--- config.mk ---
export PLATFORM = sky130hd
export DESIGN_NAME = gbuff_tile_reader
export DESIGN_NICKNAME = d
export VERILOG_FILES = /design/src/rtl/gbuff_tile_reader.sv
export SDC_FILE = /design/constraint.sdc
export NUM_CORES = 1
export LEC_CHECK = 0
export CAP_MARGIN = 20
export CORE_MARGIN = 2
export CORE_UTILIZATION = 49
export DETAILED_ROUTE_END_ITERATION = 8
export PLACE_DENSITY = 0.77
export SLEW_MARGIN = 0
export SYNTH_ARGS = -nofsm -noshare
export SYNTH_HDL_FRONTEND = slang
export SYNTH_SLANG_ARGS = --single-unit
--- constraint.sdc ---
create_clock -name clk_i -period 2.98 [get_ports clk_i]
set_input_delay 0.745 -clock clk_i [delete_from_list [all_inputs] [get_ports clk_i]]
set_output_delay 0.745 -clock clk_i [all_outputs]
set_load 0.005 [all_outputs]
--- src/rtl/gbuff_tile_reader.sv ---
// Global-buffer tile reader: walks a rows x cols tile in row-major order and
// streams the words through a 2-entry FIFO with valid/ready handshaking.
`ifndef ADDR_WIDTH
`define ADDR_WIDTH 16
`endif
`ifndef WORD_WIDTH
`define WORD_WIDTH 32
`endif

module gbuff_tile_reader #(
   parameter int unsigned DIM_WIDTH = 8
) (
   input  logic                   clk_i,
   input  logic                   rst_ni,
   input  logic                   start_i,
   input  logic [`ADDR_WIDTH-1:0] base_addr_i,
   input  logic [DIM_WIDTH-1:0]   rows_i,
   input  logic [DIM_WIDTH-1:0]   cols_i,
   input  logic [`ADDR_WIDTH-1:0] stride_i,
   output logic                   busy_o,
   output logic                   done_o,
   output logic                   gb_wr_en_o,
   output logic [`ADDR_WIDTH-1:0] gb_addr_o,
   input  logic [`WORD_WIDTH-1:0] gb_data_i,
   output logic [`WORD_WIDTH-1:0] data_o,
   output logic                   valid_o,
   input  logic                   ready_i,
   output logic                   last_o
);

   localparam int unsigned AW = `ADDR_WIDTH;
   localparam int unsigned WW = `WORD_WIDTH;

   typedef enum logic [1:0] {IDLE = 2'd0, RUN = 2'd1, DRAIN = 2'd2} state_e;

   state_e               state_q, state_d;

   logic [DIM_WIDTH-1:0] rows_q, cols_q, row_q, col_q;
   logic [AW-1:0]        stride_q, row_ptr_q, addr_q;
   logic                 inflight_q, inflight_last_q;
   logic [WW-1:0]        fifo_data_q [2];
   logic                 fifo_last_q [2];
   logic                 rd_ptr_q, wr_ptr_q;
   logic [1:0]           fifo_cnt_q;
   logic                 done_q, done_d;

   logic                 accept_c, zero_cmd_c, issue_c, final_c, pop_c, push_c;
   logic [2:0]           occ_c;
   logic [AW-1:0]        cur_addr_c;

   assign zero_cmd_c = (rows_i == '0) || (cols_i == '0);
   assign final_c    = (row_q == rows_q - DIM_WIDTH'(1)) && (col_q == cols_q - DIM_WIDTH'(1));
   assign cur_addr_c = row_ptr_q + AW'(col_q);
   assign pop_c      = valid_o & ready_i;
   assign push_c     = inflight_q;
   assign occ_c      = 3'(fifo_cnt_q) + 3'(inflight_q);

   // State register
   always_ff @(posedge clk_i or negedge rst_ni) begin
      if (!rst_ni) state_q <= IDLE;
      else         state_q <= state_d;
   end

   // Next-state logic
   always_comb begin
      state_d = state_q;
      case (state_q)
         IDLE:    if (start_i && !zero_cmd_c) state_d = RUN;
         RUN:     if (issue_c && final_c)     state_d = DRAIN;
         DRAIN:   if (pop_c && last_o)        state_d = IDLE;
         default: state_d = IDLE;
      endcase
   end

   // Control outputs; a read is issued only if the FIFO can absorb it next cycle
   always_comb begin
      accept_c = 1'b0;
      issue_c  = 1'b0;
      done_d   = 1'b0;
      case (state_q)
         IDLE: begin
            accept_c = start_i && !zero_cmd_c;
            done_d   = start_i && zero_cmd_c;
         end
         RUN:     issue_c = (occ_c < (3'd2 + 3'(pop_c)));
         DRAIN:   done_d  = pop_c && last_o;
         default: ;
      endcase
   end

   // Command latch and incremental row-major address walk
   always_ff @(posedge clk_i or negedge rst_ni) begin
      if (!rst_ni) begin
         rows_q    <= '0;
         cols_q    <= '0;
         stride_q  <= '0;
         row_ptr_q <= '0;
         row_q     <= '0;
         col_q     <= '0;
         addr_q    <= '0;
      end else if (accept_c) begin
         rows_q    <= rows_i;
         cols_q    <= cols_i;
         stride_q  <= stride_i;
         row_ptr_q <= base_addr_i;
         row_q     <= '0;
         col_q     <= '0;
      end else if (issue_c) begin
         addr_q <= cur_addr_c;
         if (col_q == cols_q - DIM_WIDTH'(1)) begin
            col_q     <= '0;
            row_q     <= row_q + DIM_WIDTH'(1);
            row_ptr_q <= row_ptr_q + stride_q;
         end else begin
            col_q <= col_q + DIM_WIDTH'(1);
         end
      end
   end

   // Read pipeline tracking and output FIFO
   always_ff @(posedge clk_i or negedge rst_ni) begin
      if (!rst_ni) begin
         inflight_q      <= 1'b0;
         inflight_last_q <= 1'b0;
         fifo_data_q[0]  <= '0;
         fifo_data_q[1]  <= '0;
         fifo_last_q[0]  <= 1'b0;
         fifo_last_q[1]  <= 1'b0;
         rd_ptr_q        <= 1'b0;
         wr_ptr_q        <= 1'b0;
         fifo_cnt_q      <= '0;
         done_q          <= 1'b0;
      end else begin
         inflight_q      <= issue_c;
         inflight_last_q <= issue_c && final_c;
         done_q          <= done_d;
         if (push_c) begin
            fifo_data_q[wr_ptr_q] <= gb_data_i;
            fifo_last_q[wr_ptr_q] <= inflight_last_q;
            wr_ptr_q              <= ~wr_ptr_q;
         end
         if (pop_c) rd_ptr_q <= ~rd_ptr_q;
         case ({push_c, pop_c})
            2'b10:   fifo_cnt_q <= fifo_cnt_q + 2'd1;
            2'b01:   fifo_cnt_q <= fifo_cnt_q - 2'd1;
            default: ;
         endcase
      end
   end

   assign busy_o     = (state_q != IDLE);
   assign done_o     = done_q;
   assign gb_wr_en_o = 1'b0;
   assign gb_addr_o  = issue_c ? cur_addr_c : addr_q;
   assign valid_o    = (fifo_cnt_q != 2'd0);
   assign data_o     = fifo_data_q[rd_ptr_q];
   assign last_o     = valid_o && fifo_last_q[rd_ptr_q];

endmodule

==> Flow_metrics.wiki, run 1 <==
{| class="wikitable"
! Metric !! Value
|-
| Number of core rows || 47
|-
| Complex-gate fraction of the synthesized area || 0.0895
|-
| Startpoint of the most critical setup path || row_ptr_q[1]
|-
| Cell type contributing the most total cell area after synthesis || dfrtp_1
|-
| Min Hold Slack || 0.272 ns
|-
| Area inside the core boundary || 0.0164 mm2
|-
| Number of buffers created by CTS || 17
|-
| Slew at the pin closest to its max-slew limit || 0.548 ns
|-
| End of the worst register-to-register path || row_ptr_q[13]
|-
| Post-layout min period || 3.53 ns
|-
| Critical Path, Cell by Cell || ha_1, a21o_1, a21o_1, a21o_1, o31a_1, a41o_1, buf_4, nand2_2, xor2_1, o21ai_1, buf_2
|-
| Cell count of the worst reg-to-reg path || 11
|-
| Crit Path Class || flip-flop to primary output
|-
| Ports placed on the boundary || 137
|-
| Number of violations of the max-capacitance limit || 0
|-
| Clock skew after layout || 0.00845 ns
|-
| Proportion of register bits with asynchronous set or reset after synthesis || 1.00
|-
| Most used flip-flop cell after synthesis || dfrtp_1
|-
| Reg2Reg Launch Point || row_ptr_q[1]
|-
| WL per Instance || 15.7 um
|-
| Routed vias/inst || 5.20
|-
| Via count || 6348
|-
| Most prevalent standard cell on the critical path || a21o_1
|-
| Max_slew headroom || 0.635
|-
| HPWL after DPL || 13.0 mm
|-
| Met3 demand-to-capacity share in global routing || 0.0310
|-
| Core occupancy in the finished layout || 0.667
|-
| DP Worst Slack || -0.526 ns
|-
| Post-synthesis instance area || 0.00815 mm2
|-
| CP peak stage delay || 0.39 ns
|-
| Avg Synthesized Cell Area || 10.2 um2
|-
| Post-Synth XOR/XNOR Area || 0.0656
|-
| Width of the die || 133 um
|-
| Maximum clock frequency || 0.283 GHz
|-
| Die ar. || 0.0177 mm2
|-
| Met1 Use GR || 0.308
|-
| Met2 track demand over resource || 0.376
|-
| Final Max Tran Viols || 0
|-
| Pleak || 0.00497 uW
|-
| Antenna violations before repair || 0
|-
| Setup slack of the worst register-to-register path || 0.25 ns
|-
| Required time reported for the critical path endpoint || 2.24 ns
|-
| Nature of the critical path endpoint || primary output
|-
| Clock edge transition at the registers on the reported setup and hold paths || 0.07 ns
|-
| Tcrit/Tclk final || 1.18
|-
| Wire length reported by the detailed router || 19.2 mm
|-
| Number of clock sinks seen by CTS || 155
|-
| Largest cells by area after synthesis || dfrtp_1 48%, mux2_2 14%, nand2_1 6.8%
|-
| Hold buffer count at cts || 0
|-
| Number of synthesized register bits || 155
|-
| Sequential area share after synthesis || 0.476
|-
| Global-route congestion overflow total || 0
|-
| Post-Synthesis Net Count || 913
|-
| RSZ-0062 raised after global routing || yes
|-
| Number of instances in the synthesized netlist || 797
|-
| Nets || 1103
|-
| Violated checks || setup timing
|-
| Classification of the worst-slack hold path || input pin to asynchronous set/reset pin
|-
| H-tree depth reported by CTS || 4
|-
| Synth Area in Simple Gates || 0.146
|-
| Layout cell share with drive strength beyond 1 || 0.250
|-
| Kind of start point of the critical path || flip-flop
|-
| Final Worst Setup Slack || -0.550 ns
|-
| Layout overhead on the synthesized area || 34.3%
|-
| Root Buffer Master || clkbuf_16
|-
| Critical path data arrival time || 2.78 ns
|-
| TritonCTS clock tree || yes
|-
| Count of TritonRoute iterations in the first routing pass || 5
|-
| Overall routing resource usage || 0.225
|-
| Final hold violation count || 0
|-
| Fraction of synthesized cell area taken by the top area cell type || 0.476
|-
| Post-synthesis share of cell area spent on full adders, half adders and majority gates || 0.0510
|-
| Ratio of total power to cell area || 1190 mW/mm2
|-
| CP max-delay cell || dfrtp_1
|-
| Height of the die || 133 um
|-
| First DRT Iteration DRCs || 348
|-
| Largest net degree at the start of global routing || 60
|-
| Number of flops mapped to enable cells by yosys || 0
|-
| Dominant combinational cell family by area after synthesis || simple AND/OR/NAND/NOR gates
|-
| Post-synth top cells || 155 x dfrtp_1, 148 x nand2_1, 99 x mux2_2, 54 x o21ai_0, 40 x nor2_1
|-
| Global-route wire length before repair || 31.8 mm
|-
| Final setup fails || 12
|-
| CP max FO || 2
|-
| Starting Density || 0.497
|-
| Total number of yosys warnings || 0
|-
| Most crowded layer after global routing || met2
|-
| Maximum clock insertion buffer count || 2
|-
| Worst supply voltage drop on vdd || 0.548 mV
|-
| Result of the run || complete, but fails checks
|-
| Total power || 13100 uW
|-
| Share of synthesized area spent on multiplexers || 0.143
|-
| Number of DRC violations after detailed routing || 0
|-
| Most frequent cell after synthesis || dfrtp_1
|-
| Port-buffer cells || 135
|-
| Number of distinct library cells after synthesis || 55
|-
| Number of diodes added for antenna fixing || 0
|-
| Clock latency on the worst-skew pair || 0.42 ns
|-
| Number of global-route vias before repair || 6519
|-
| Placer Congestion || 0.915
|-
| Routed Antenna Nets || 0
|}
-- metrics by stage --
step / cell area [um2] / cells / TNS [ns]
2_1_floorplan: 8150 / 797 / 0
3_3_place_gp: 10100 / 1168 / -5.45
3_5_place_dp: 10100 / 1168 / -5.82
4_1_cts: 10900 / 1219 / -4.84
5_1_grt: 10900 / 1220 / -6.30
6_report: 10900 / 1220 / -4.75
-- timing repair --
action	in CTS	in global routing
endpoints found under the setup margin	16	14
cloned	2	0
pin swaps	24	20
resized for setup	80	17
setup buffers	18	4
-- metal layers --
metal  wire [um]  up-vias
met3         684       23
met5           0        -
met1        9080     3039
met2        9140      153
met4         295        0
li1            -     3133
-- cell families after synthesis --
kind of cell / after synthesis
flip-flops: 155
adder cells (fa/ha/maj): 32
XOR/XNOR: 61
AND/OR/NAND/NOR: 263
other: 1
multiplexers: 104
buffers and inverters: 57
AO/OA/AOI/OAI: 124
-- worst max-delay path by stage --
stage          slack (ns)       endpoint  depth (start not counted)
2_1_floorplan       0.009  gb_addr_o[14]                         11
5_1_grt             -0.67  gb_addr_o[15]                         11
4_1_cts             -0.55  gb_addr_o[15]                         11
3_3_place_gp        -0.44  gb_addr_o[14]                         13
3_5_place_dp        -0.53  gb_addr_o[14]                         13
6_report            -0.55  gb_addr_o[13]                         11
-- state kept, by name, summed over array words and instances, names as in the netlist --
name / count
rows_q: 8
row_q: 8
state_q: 2
stride_q: 16
wr_ptr_q: 1
fifo_last_q: 2
col_q: 8
fifo_cnt_q: 2
row_ptr_q: 16
inflight_q: 1
cols_q: 8
fifo_data_q: 64
inflight_last_q: 1
rd_ptr_q: 1
done_o: 1
addr_q: 16
-- cell type report --
type / count / area [um2]
fill: 1322 / 5460
inverter: 23 / 86.3
timing repair buffer: 205 / 1940
sequential: 155 / 3880
clock inverter: 15 / 180
multi-input combinational: 585 / 4170
tap: 220 / 275
clock buffer: 17 / 425
-- report_power, final --
group | switching (uW) | internal (uW)
sequential | 641 | 3060
combinational | 3200 | 3960
clock | 950 | 1270
total | 4790 | 8280
-- placed cells by master, fill, tap and decap left out, drive strengths merged, types with 7 or more instances in the layout --
cell type / n
dfrtp: 155
a31oi: 12
xor2: 28
nand2: 148
nand4: 7
mux2: 99
nand3: 15
ha: 30
nor3: 8
nor2: 40
a21oi: 24
xnor2: 33
clkdlybuf4s50: 118
nor4: 9
clkbuf: 18
o21ai: 57
inv: 30
a21o: 8
and3: 9
buf: 80
nor2b: 8
-- worst max-delay path, delay by kind of cell, from the launching register on --
kind | cells | cell delay, ns
buf+inv | 2 | 0.30
fa+ha+maj | 1 | 0.30
xor+xnor | 1 | 0.20
flops | 1 | 0.39
compound gates | 6 | 1.10
simple gates | 1 | 0.08
(Power assumes the default switching activity.)
==> run 2: changes to the inputs <==
--- a/config.mk
+++ b/config.mk
@@ -6,7 +6,7 @@
 export NUM_CORES = 1
 export LEC_CHECK = 0
 export CAP_MARGIN = 20
-export CORE_MARGIN = 2
+export CORE_MARGIN = 4
 export CORE_UTILIZATION = 49
 export DETAILED_ROUTE_END_ITERATION = 8
 export PLACE_DENSITY = 0.77
==> run 2 against run 1 <==
Net effect: the run still ends with setup timing left; worst hold slack improved by 0.045 ns; wire length barely moved; largest cell class unchanged; critical endpoint is now gb_addr_o[14]; worst setup slack got worse by 0.072 ns; clock skew fell by 0.0014 ns; first-iteration DRC count fell by 26%; global-route usage fell by 1.2 points.
==> Flow_metrics.wiki, run 2 (synthesis gave the netlist of run 1 again) <==
{| class="wikitable"
! Metric !! Value
|-
| Switching portion of total power || 0.370
|-
| Critical path data arrival time || 2.86 ns
|-
| Violated checks || setup timing
|-
| HPWL after DPL || 13.4 mm
|-
| Nature of the critical path endpoint || primary output
|-
| Classification of the worst-slack hold path || input pin to asynchronous set/reset pin
|-
| Maximum clock insertion buffer count || 2
|-
| Cell internal power dissipation || 8130 uW
|-
| TritonCTS clock tree || yes
|-
| CP max FO || 3
|-
| Ratio of total power to cell area || 1180 mW/mm2
|-
| Number of core rows || 46
|-
| Most common library cell in the layout ignoring fill and taps || dfrtp_1
|-
| Clock skew after layout || 0.00708 ns
|-
| Required time reported for the critical path endpoint || 2.24 ns
|-
| Antenna violations before repair || 0
|-
| Commonest cells after routing, fill and taps aside || 154 x dfrtp_1, 141 x nand2_1, 117 x clkdlybuf4s50_1, 99 x mux2_2, 61 x buf_4
|-
| Result of the run || complete, but fails checks
|-
| Final hold violation count || 0
|-
| Number of DRC violations after detailed routing || 0
|-
| Area inside the core boundary || 0.0161 mm2
|-
| Number of flip-flops in the largest register || 64
|-
| Fillers || 1288
|-
| Wire length reported by the detailed router || 19.2 mm
|-
| Number of buffers created by CTS || 17
|-
| Root Buffer Master || clkbuf_16
|-
| Share of total power in sequential cells || 0.287
|-
| Final Max Tran Viols || 0
|-
| Clock latency on the worst-skew pair || 0.43 ns
|-
| Final setup fails || 12
|-
| Met1 Use GR || 0.288
|-
| Relative contribution of combinational cells to total power || 0.555
|-
| Hold buffer count at cts || 0
|-
| Most crowded layer after global routing || met2
|-
| Total power || 12900 uW
|-
| Maximum clock frequency || 0.278 GHz
|-
| Sequential cell area || 0.00388 mm2
|-
| Slew at the pin closest to its max-slew limit || 0.624 ns
|-
| Routed vias/inst || 5.25
|-
| Port-buffer cells || 135
|-
| Post-layout min period || 3.60 ns
|-
| Placer Congestion || 0.918
|-
| Largest register by flop count || fifo_data_q
|-
| DP Worst Slack || -0.678 ns
|-
| Global-route congestion overflow total || 0
|-
| Kind of cell adding the most delay to the critical path || compound AO/OA/AOI/OAI gates
|-
| Met3 demand-to-capacity share in global routing || 0.0397
|-
| Overall routing resource usage || 0.213
|-
| Width of the die || 137 um
|-
| Die ar. || 0.0188 mm2
|-
| Global-route wire length before repair || 31.9 mm
|-
| Number of clock sinks seen by CTS || 155
|-
| Crit Path Class || flip-flop to primary output
|-
| Total net switching power || 4780 uW
|-
| Ports placed on the boundary || 137
|-
| Stages on the worst setup path || 13
|-
| Number of global-route vias before repair || 6547
|-
| Cell count of the worst reg-to-reg path || 11
|-
| Met2 track demand over resource || 0.345
|-
| Pleak || 0.00499 uW
|-
| Routed Antenna Nets || 0
|-
| RSZ-0062 raised after global routing || yes
|-
| CP max-delay cell || dfrtp_1
|-
| First DRT Iteration DRCs || 258
|-
| Critical Path, Cell by Cell || ha_2, inv_2, fa_2, nor2b_1, o21ai_2, a21oi_2, o21ai_2, a21oi_2, buf_4, nand4_1, xor2_1, o21ai_1, buf_2
|-
| Layout overhead on the synthesized area || 34.4%
|-
| H-tree depth reported by CTS || 4
|-
| CP peak stage delay || 0.36 ns
|-
| Final Worst Setup Slack || -0.621 ns
|-
| Starting Density || 0.506
|-
| Sum of negative setup slack || -4.77 ns
|-
| Area taken by multi-input logic gates || 0.00416 mm2
|-
| Tcrit/Tclk final || 1.21
|-
| Max_slew headroom || 0.584
|-
| Nets || 1107
|-
| Via count || 6400
|-
| Height of the die || 137 um
|-
| Worst supply voltage drop on vdd || 0.586 mV
|-
| Buf+Inv Stages, Crit Path || 3
|-
| Kind of start point of the critical path || flip-flop
|-
| Part of the power in the clock network || 0.158
|-
| Clock edge transition at the registers on the reported setup and hold paths || 0.07 ns
|-
| Count of TritonRoute iterations in the first routing pass || 4
|-
| Largest net degree at the start of global routing || 68
|-
| WL per Instance || 15.7 um
|-
| Layout cell share with drive strength beyond 1 || 0.256
|-
| Number of violations of the max-capacitance limit || 0
|-
| Number of diodes added for antenna fixing || 0
|}
[run 2: per-stage QoR]
stage                     area, um2  hold WS, ns   util  std cells
after global placement        10100        0.454  0.628       1168
after global routing          10900        0.360  0.679       1220
after CTS                     10900        0.329  0.677       1223
after floorplan                8150        0.435      -        797
final                         10900        0.317  0.679       1220
after detailed placement      10100        0.460  0.628       1169
[run 2: routing by layer]
metal,up-vias,share of wire
li1,3145,-
met1,3060,0.45
met2,167,0.47
met3,28,0.059
met4,0,0.020
met5,-,0
[run 2: repair_timing]
action | in CTS | in global routing
gates resized for setup | 87 | 19
pin swaps | 23 | 13
setup buffers | 20 | 4
endpoints found under the setup margin | 17 | 13
cloned | 2 | 0
[run 2: worst paths after layout]
kind                               from              end  slack [ns]
setup reg to reg           row_ptr_q[1]    row_ptr_q[13]        0.32
setup / recovery               col_q[0]    gb_addr_o[14]       -0.62
min in group clk_i           state_q[0]           done_o        0.47
hold / removal                   rst_ni  fifo_data_q[10]        0.32
max in group asynchronous        rst_ni     row_ptr_q[9]        1.97
hold reg to reg              state_q[0]           done_o        0.47
[run 2: cell type report]
class	count	share of cell area
multi-input cells	585	0.380
flip-flops and latches	155	0.354
repair buffers	209	0.182
clock buffers	18	0.0401
well taps	216	0.0247
clock inverters	14	0.0111
inverters	23	0.00788
[run 2: worst reg2reg max path, cell delays in order, from the launching register on]
cell	delay, ns
dfrtp_1	0.39
buf_4	0.14
buf_4	0.13
ha_1	0.26
a21oi_1	0.20
nor2_1	0.10
o31ai_1	0.30
a311oi_1	0.21
a311o_1	0.42
xnor2_1	0.17
mux2i_1	0.10
a21oi_1	0.17
[run 2: power groups by stage]
stage,clock [uW],sequential (uW),combinational (uW)
global route,2190,3810,7890
finish,2040,3700,7170
floorplan,0,3540,4030
detailed placement,0,3720,6660
global placement,0,3670,6530
CTS,2100,3690,7130
==> run 3: changes to the inputs <==
--- a/config.mk
+++ b/config.mk
@@ -7,9 +7,9 @@
 export LEC_CHECK = 0
 export CAP_MARGIN = 20
 export CORE_MARGIN = 4
-export CORE_UTILIZATION = 49
+export CORE_UTILIZATION = 54
 export DETAILED_ROUTE_END_ITERATION = 8
-export PLACE_DENSITY = 0.77
+export PLACE_DENSITY = 0.81
 export SLEW_MARGIN = 0
 export SYNTH_ARGS = -nofsm -noshare
 export SYNTH_HDL_FRONTEND = slang
==> constraint.sdc (replaced) <==
create_clock -name clk_i -period 3.9 [get_ports clk_i]
set_input_delay 0.975 -clock clk_i [delete_from_list [all_inputs] [get_ports clk_i]]
set_output_delay 0.975 -clock clk_i [all_outputs]
set_load 0.005 [all_outputs]
==> run 3 against run 2 <==
Net effect: the flow now finishes without violations; clock skew about the same; sequential share of layout area up 1.6 points; global-route usage up 1.6 points; cell area down 4.4%; critical path depth down 3; sequential power down 22%.
==> Flow_metrics.wiki, run 3 (synthesis gave the netlist of run 1 again) <==
{| class="wikitable"
! Metric !! Value
|-
| Result of the run || completed
|-
| Largest net degree at the start of global routing || 72
|-
| Nature of the critical path endpoint || primary output
|-
| Count of TritonRoute iterations in the first routing pass || 5
|-
| CP max FO || 3
|-
| Slew at the pin closest to its max-slew limit || 0.703 ns
|-
| Root Buffer Master || clkbuf_16
|-
| Clock latency on the worst-skew pair || 0.43 ns
|-
| Total power || 9500 uW
|-
| First DRT Iteration DRCs || 330
|-
| Starting Density || 0.556
|-
| Required time reported for the critical path endpoint || 2.92 ns
|-
| Number of clock sinks seen by CTS || 155
|-
| Routed Antenna Nets || 0
|-
| Switching portion of total power || 0.368
|-
| Routed vias/inst || 5.50
|-
| Final hold violation count || 0
|-
| Ports placed on the boundary || 137
|-
| Hold buffer count at cts || 0
|-
| Number of cells in the design after placement || 1099
|-
| Area inside the core boundary || 0.0146 mm2
|-
| Startpoint of the worst hold path || addr_q[8]
|-
| Number of core rows || 44
|-
| Min Hold Slack || 0.471 ns
|-
| TritonCTS clock tree || yes
|-
| Cell internal power dissipation || 6000 uW
|-
| Maximum clock frequency || 0.263 GHz
|-
| Final Max Tran Viols || 0
|-
| Part of the power in the clock network || 0.180
|-
| H-tree depth reported by CTS || 4
|-
| Number of violations of the max-capacitance limit || 0
|-
| Pleak || 0.00476 uW
|-
| Clock edge transition at the registers on the reported setup and hold paths || 0.06 ns
|-
| Via count || 6299
|-
| Number of buffers created by CTS || 17
|-
| DP Worst Slack || 0.0261 ns
|-
| Placer Congestion || 0.923
|-
| Layout overhead on the synthesized area || 28.5%
|-
| Max_slew headroom || 0.531
|-
| Classification of the worst-slack hold path || flip-flop to flip-flop
|-
| Die ar. || 0.0171 mm2
|-
| Height of the die || 131 um
|-
| Final setup fails || 0
|-
| Most common library cell in the layout ignoring fill and taps || dfrtp_1
|-
| Kind of start point of the critical path || flip-flop
|-
| Final instance count without filler cells || 1145
|-
| Number of DRC violations after detailed routing || 0
|-
| Global-route congestion overflow total || 0
|-
| Layout cell share with drive strength beyond 1 || 0.190
|-
| Number of global-route vias before repair || 6303
|-
| Post-layout min period || 3.80 ns
|-
| WL per Instance || 16.5 um
|-
| Overall routing resource usage || 0.229
|-
| Number of diodes added for antenna fixing || 0
|-
| Maximum clock insertion buffer count || 2
|-
| Relative contribution of combinational cells to total power || 0.518
|-
| Total net switching power || 3500 uW
|-
| Critical path data arrival time || 2.82 ns
|-
| Clock skew after layout || 0.00663 ns
|-
| Largest register by flop count || fifo_data_q
|-
| Crit Path Class || flip-flop to primary output
|-
| Antenna violations before repair || 0
|-
| Nets || 1064
|-
| Reg2Reg Launch Point || cols_q[2]
|-
| Final Worst Setup Slack || 0.103 ns
|-
| Width of the die || 131 um
|-
| Wire length reported by the detailed router || 18.9 mm
|-
| Tcrit/Tclk final || 0.974
|-
| Commonest cells after routing, fill and taps aside || 155 x dfrtp_1, 148 x nand2_1, 123 x clkdlybuf4s50_1, 99 x mux2_2, 47 x o21ai_0
|-
| HPWL after DPL || 13.1 mm
|-
| Share of total power in sequential cells || 0.302
|-
| Ratio of total power to cell area || 907 mW/mm2
|-
| Startpoint of the most critical setup path || col_q[1]
|-
| Number of flip-flops in the largest register || 64
|-
| Port-buffer cells || 135
|-
| Global-route wire length before repair || 30.9 mm
|-
| Worst supply voltage drop on vdd || 0.488 mV
|}
-- run 3: final cells by class --
type / instances / area [um2]
clock inverter: 15 / 188
tap: 184 / 230
clock buffer: 17 / 425
timing repair buffer: 166 / 1590
multi-input combinational: 585 / 4070
inverter: 23 / 86.3
sequential: 155 / 3880
fill: 1064 / 4170
-- run 3: repair_timing --
item                                    in CTS  in global routing
endpoints found under the setup margin       9                 11
setup buffers                               10                  4
pin swaps                                    3                  1
gates resized for setup                      9                 24
-- run 3: power groups by stage --
stage | Clock, uW | Sequential (uW) | Combinational, uW
floorplan | 0 | 2700 | 3080
global placement | 0 | 2840 | 4720
detailed placement | 0 | 2880 | 4830
CTS | 1730 | 2860 | 4890
global route | 1810 | 2950 | 5440
finish | 1710 | 2870 | 4930
-- run 3: critical path, cell delays in order, from the launching register on --
cell	delay, ns
dfrtp_1	0.41
ha_1	0.30
a21o_1	0.18
a21o_1	0.18
a21o_1	0.20
o31a_1	0.26
a41o_1	0.22
buf_4	0.15
xnor2_2	0.12
o21ai_0	0.16
clkdlybuf4s15_1	0.23
-- run 3: final timing paths --
kind                       cells past startpoint  slack, ns               to
min in group asynchronous                      1       0.54  fifo_data_q[11]
setup reg to reg                               9       1.20    row_ptr_q[11]
setup / recovery                              10       0.10     gb_addr_o[9]
max in group asynchronous                      2       2.50         row_q[2]
hold / removal                                 2       0.47        addr_q[8]
hold reg to reg                                2       0.47        addr_q[8]
-- run 3: layer usage --
layer,vias to the layer above,wire length (um),share of wire,track usage
met5,-,0,0,0
met4,0,261,0.014,0.0684
met3,24,1280,0.068,0.0508
met2,198,8740,0.46,0.372
met1,3022,8590,0.46,0.309
li1,3055,-,-,-
-- run 3: stage by stage --
stage                     cell area, um2   util  TNS, ns
final                              10500  0.715        0
after global routing               10500  0.715  -0.0611
after CTS                          10400  0.712   -0.136
after detailed placement            9750  0.665        0
after global placement              9750  0.665        0
after floorplan                     8150      -        0
